--- src/rtl/fetch_unit.sv ---
// Instruction fetch stage: keeps the PC, issues one read at a time to a
// variable-latency instruction memory and holds the result until decode takes it.
module fetch_unit #(
   parameter logic [15:0] RESET_PC = 16'h0000,
   parameter int unsigned MAX_WAIT = 255
) (
   input  logic        clk,
   input  logic        rst,
   output logic        imem_req,
   output logic [15:0] imem_addr,
   input  logic        imem_rdy,
   input  logic [15:0] imem_data,
   input  logic        stall,
   input  logic        redirect_en,
   input  logic [15:0] redirect_pc,
   output logic [15:0] instruction,
   output logic [15:0] pc_out,
   output logic [15:0] pc_plus2,
   output logic        inst_valid,
   output logic        halted,
   output logic        err
);

   typedef enum logic [1:0] {S_FETCH, S_WAIT, S_HOLD, S_HALTED} state_e;

   localparam logic [7:0] WAIT_LAST = 8'(MAX_WAIT - 1);
   localparam logic [15:0] NOP = 16'h0800;

   state_e      state_q, state_d;
   logic [15:0] pc_q, pc_d;
   logic [15:0] inst_q, inst_d;
   logic [15:0] pco_q, pco_d;
   logic [7:0]  cnt_q, cnt_d;
   logic        squash_q, squash_d;
   logic        err_q, err_d;

   always_comb begin
      state_d  = state_q;
      pc_d     = pc_q;
      inst_d   = inst_q;
      pco_d    = pco_q;
      cnt_d    = cnt_q;
      squash_d = squash_q;
      err_d    = err_q;
      case (state_q)
         S_FETCH: begin
            state_d  = S_WAIT;
            cnt_d    = 8'd0;
            // The request to the old PC is already out; its data must be dropped.
            squash_d = redirect_en;
         end
         S_WAIT: begin
            if (redirect_en) begin
               cnt_d = 8'd0;
               if (imem_rdy) begin
                  state_d  = S_FETCH;
                  squash_d = 1'b0;
               end else begin
                  squash_d = 1'b1;
               end
            end else if (imem_rdy) begin
               if (squash_q) begin
                  squash_d = 1'b0;
                  state_d  = S_FETCH;
               end else begin
                  inst_d  = imem_data;
                  pco_d   = pc_q;
                  pc_d    = pc_q + 16'd2;
                  state_d = S_HOLD;
               end
            end else if (cnt_q == WAIT_LAST) begin
               err_d   = 1'b1;
               state_d = S_HALTED;
            end else begin
               cnt_d = cnt_q + 8'd1;
            end
         end
         S_HOLD: begin
            if (redirect_en)
               state_d = S_FETCH;
            else if (!stall)
               state_d = (inst_q[15:11] == 5'b00000) ? S_HALTED : S_FETCH;
         end
         default: ;
      endcase
      // Redirect overrides whatever PC update the state logic chose.
      if (redirect_en && state_q != S_HALTED) begin
         pc_d = {redirect_pc[15:1], 1'b0};
         if (redirect_pc[0])
            err_d = 1'b1;
      end
   end

   always_ff @(posedge clk) begin
      if (!rst) begin
         state_q  <= S_FETCH;
         pc_q     <= RESET_PC;
         inst_q   <= NOP;
         pco_q    <= 16'h0000;
         cnt_q    <= 8'd0;
         squash_q <= 1'b0;
         err_q    <= 1'b0;
      end else begin
         state_q  <= state_d;
         pc_q     <= pc_d;
         inst_q   <= inst_d;
         pco_q    <= pco_d;
         cnt_q    <= cnt_d;
         squash_q <= squash_d;
         err_q    <= err_d;
      end
   end

   assign imem_req    = rst && (state_q == S_FETCH);
   assign imem_addr   = pc_q;
   assign instruction = inst_q;
   assign pc_out      = pco_q;
   assign pc_plus2    = pco_q + 16'd2;
   assign inst_valid  = (state_q == S_HOLD);
   assign halted      = (state_q == S_HALTED);
   assign err         = err_q;

endmodule
--- config.mk ---
export PLATFORM = sky130hd
export DESIGN_NAME = fetch_unit
export DESIGN_NICKNAME = d
export VERILOG_FILES = /design/src/rtl/fetch_unit.sv
export SDC_FILE = /design/constraint.sdc
export NUM_CORES = 1
export LEC_CHECK = 0
export ABC_AREA = 1
export ABC_CLOCK_PERIOD_IN_PS = 3400
export CORE_MARGIN = 5
export CORE_UTILIZATION = 30
export DETAILED_ROUTE_END_ITERATION = 6
export GPL_TIMING_DRIVEN = 0
export PLACE_DENSITY = 0.6
export SLEW_MARGIN = 25
export SYNTH_ARGS = -nofsm -noshare
export SYNTH_HDL_FRONTEND = slang
export SYNTH_SLANG_ARGS = --single-unit
--- constraint.sdc ---
create_clock -name clk -period 3.4 [get_ports clk]
set_clock_uncertainty 0.1 [all_clocks]
set_input_delay 0.68 -clock clk [delete_from_list [all_inputs] [get_ports clk]]
set_output_delay 0.68 -clock clk [all_outputs]
set_load 0.05 [all_outputs]
==> flow_summary.json <==
{
  "ant_nets": 0,
  "stdcell_count": 705,
  "final_core_util_pct": 44.3,
  "cts-root-buf": "clkbuf_8",
  "grt_first_pass_wirelength_um": 16300,
  "fin_setup_tns_ns": 0,
  "outcome": "completed",
  "max_slew_margin_pct": 51.2,
  "dr.first_iter.drc_count": 109,
  "place_inst": 689,
  "clk_latency_ns": 0.34,
  "r2r_start": "state_q[1]$_SDFFE_PN0P_",
  "critPathTopFamily": "buffers and inverters",
  "core_mm2": 0.0102,
  "r2r_end": "cnt_q[6]$_SDFFE_PN0P_",
  "design.die.area_mm2": 0.0126,
  "holdWs_ns": 0.373,
  "clock.fmax_ghz": 0.316,
  "powerDensity_mw_per_mm2": 607,
  "cts_sinks": 58,
  "grt-ovfl-total": 0,
  "wl_per_cell_um": 14.0,
  "min_period_ns": 3.17,
  "synth_edf_count": 0,
  "clock_path_buffers": 2,
  "critical_path_required_ns": 2.62,
  "p_leak_nw": 1.86,
  "worstPathMaxFanout": 5,
  "startpoint": "pc_out[1]$_SDFFE_PN0P_",
  "num_antenna_cells": 0,
  "yosysUniqueCellTypes": 35,
  "maxCapViolCount": 0,
  "ir_drop_v": 0.000296,
  "finalCritPeriodShare_pct": 93.2,
  "yosys_most_used_dff": "dfxtp_1",
  "dpl.hpwl_um": 7600,
  "grt_pass1_vias": 3244,
  "layout_commonest_cell": "clkdlybuf4s50_1",
  "final_cell_mix": "95 x clkdlybuf4s50_1, 80 x nand2_1, 74 x nor2_1",
  "end_kind": "output port",
  "wl_um": 9840,
  "viasPerCell": 4.69,
  "die_y_um": 112,
  "layout-drive-gt1-share_pct": 8.26,
  "synth_seq_area_share_pct": 37.2,
  "syn_area_per_cell_um2": 6.93,
  "hold_start": "cnt_q[7]$_SDFFE_PN0P_",
  "path_class": "reg -> out",
  "num_vias": 3308,
  "cts_hold_buf": 0,
  "async_flop_share_pct": 0,
  "start_kind": "register",
  "synth-seq-cells": 58,
  "syn_to_final_growth_pct": 45.1,
  "multi_input_area_mm2": 0.00167,
  "path_buf_inv": 1,
  "clkTransAtPathRegs_ns": 0.08,
  "cts_buffers": 9,
  "worstPathCellList": "nand3_1 > nor2_4 > nand3_1 > nor2_1 > xor2_1 > clkdlybuf4s50_1",
  "std_cell_rows": 37,
  "synth_area_mm2": 0.00312,
  "yosysWarningCount": 0,
  "rsz0062_at_grt": "no",
  "whs_path_depth": 2,
  "crit_slowest_cell": "clkdlybuf4s50_1",
  "slew_violations": 0,
  "seqCellArea_mm2": 0.00116,
  "setup_viol_count_final": 0,
  "start_util_pct": 30.5,
  "drc": 0,
  "fin_nets": 610,
  "cts_tree": "yes",
  "worst_path_most_repeated_cell": "nand3_1",
  "gp_congestion": 0.851,
  "syn_inst": 451,
  "fill_cells": 1069,
  "hold_viol_final": 0,
  "path_depth": 6,
  "holdPathEnd": "cnt_q[7]$_SDFFE_PN0P_",
  "worst_pin_slew_ns": 0.732,
  "max_stage_delay_ns": 0.81,
  "min_path_type": "reg -> reg",
  "antenna_found_initial": 0,
  "pin_count": 105,
  "track_usage_pct": 15.9,
  "first_pass_iters": 5,
  "rr_worst_depth": 8,
  "die_w_um": 112,
  "crit_arrival_ns": 2.39,
  "grt_max_degree": 13,
  "portBuffers": 100,
  "worst-r2r-setup-slack_ns": 1.57,
  "htree_levels": 3
}
==> synthesized netlist by cell type, types with 2 or more instances <==
cell	n	area (um2)
nand2_4	2	22.5
a21oi_2	3	26.3
a211oi_1	6	45.0
buf_2	5	25.0
nand3b_1	4	30.0
nor2_2	5	31.3
inv_1	47	176
a31oi_1	7	43.8
o21ai_0	35	175
clkbuf_1	5	18.8
nand3_1	38	190
inv_2	3	11.3
nor3_1	13	65.1
ha_1	9	113
a21oi_1	16	80.1
buf_4	5	37.5
buf_6	2	22.5
nor2_1	74	278
xor2_1	9	78.8
nand2_2	2	12.5
xnor2_1	5	43.8
nand2_1	80	300
dfxtp_1	58	1160
nor2_4	2	22.5
nand4_1	6	37.5
==> worst register-to-register path, stage by stage, from the launching register on <==
cell     delay (ns)
dfxtp_1        0.41
inv_1          0.10
ha_1           0.23
inv_1          0.11
nor2_1         0.08
o21ai_0        0.38
inv_1          0.16
o21ai_0        0.10
nor2_1         0.06
==> layout make-up <==
class / instances / area share [%]
multi-input cells: 325 / 36.7
flip-flops and latches: 58 / 25.6
repair buffers: 100 / 22.2
inverters: 52 / 4.36
well taps: 136 / 3.75
clock buffers: 9 / 2.73
plain buffers: 18 / 2.37
clock inverters: 7 / 2.24
==> flip-flops by register name, summed over array words and instances, names as in the netlist <==
name         cells
instruction     16
imem_addr       15
pc_out          15
err              1
squash_q         1
state_q          2
cnt_q            8
==> repair_timing <==
item / in CTS / in global routing
setup buffers: 0 / 0
resized for setup: 2 / 3
gates cloned: 0 / 0
endpoints found under the setup margin: 2 / 3
==> layer usage <==
metal / vias to the layer above / part of all wire [%] / global-route usage [%]
li1: 1682 / - / -
met1: 1508 / 45 / 20.0
met2: 111 / 47 / 27.1
met3: 7 / 6.7 / 4.69
met4: 0 / 1.3 / 3.69
met5: - / 0 / 0
==> power by group <==
group / leakage (nW) / internal, mW / switching, mW
registers: 0.474 / 0.778 / 0.107
logic: 1.28 / 0.376 / 0.750
clock network: 0.106 / 0.419 / 0.321
total: 1.86 / 1.57 / 1.18
==> how the worst max path moves through the flow <==
stage	to	slack, ns
2_1_floorplan	pc_plus2[13]	0.27
3_3_place_gp	imem_req	0.24
3_5_place_dp	imem_req	0.25
4_1_cts	pc_plus2[15]	0.006
5_1_grt	pc_plus2[11]	0.04
6_report	pc_plus2[10]	0.23
==> per-stage QoR <==
| stage | setup slack (ns) | instance area, um2 | total power [mW] |
|---|---|---|---|
| CTS | 0.00555 | 4530 | 2.77 |
| global placement | 0.240 | 4300 | 2.01 |
| floorplan | 0.267 | 3130 | 1.66 |
| global route | 0.0375 | 4530 | 2.91 |
| finish | 0.232 | 4530 | 2.75 |
| detailed placement | 0.251 | 4300 | 2.03 |
==> logic make-up (layout without fill, tap and decap cells) <==
| group | Yosys count | after routing | synth area share (%) |
|---|---|---|---|
| AO/OA/AOI/OAI | 72 | 72 | 13.1 |
| XOR/XNOR | 14 | 14 | 3.92 |
| buffers and inverters | 70 | 186 | 9.77 |
| adder cells (fa/ha/maj) | 9 | 9 | 3.60 |
| flip-flops | 58 | 58 | 37.2 |
| AND/OR/NAND/NOR | 227 | 227 | 32.3 |
| other | 1 | 3 | 0.120 |
Note: power is estimated with default switching activity, not from simulation.
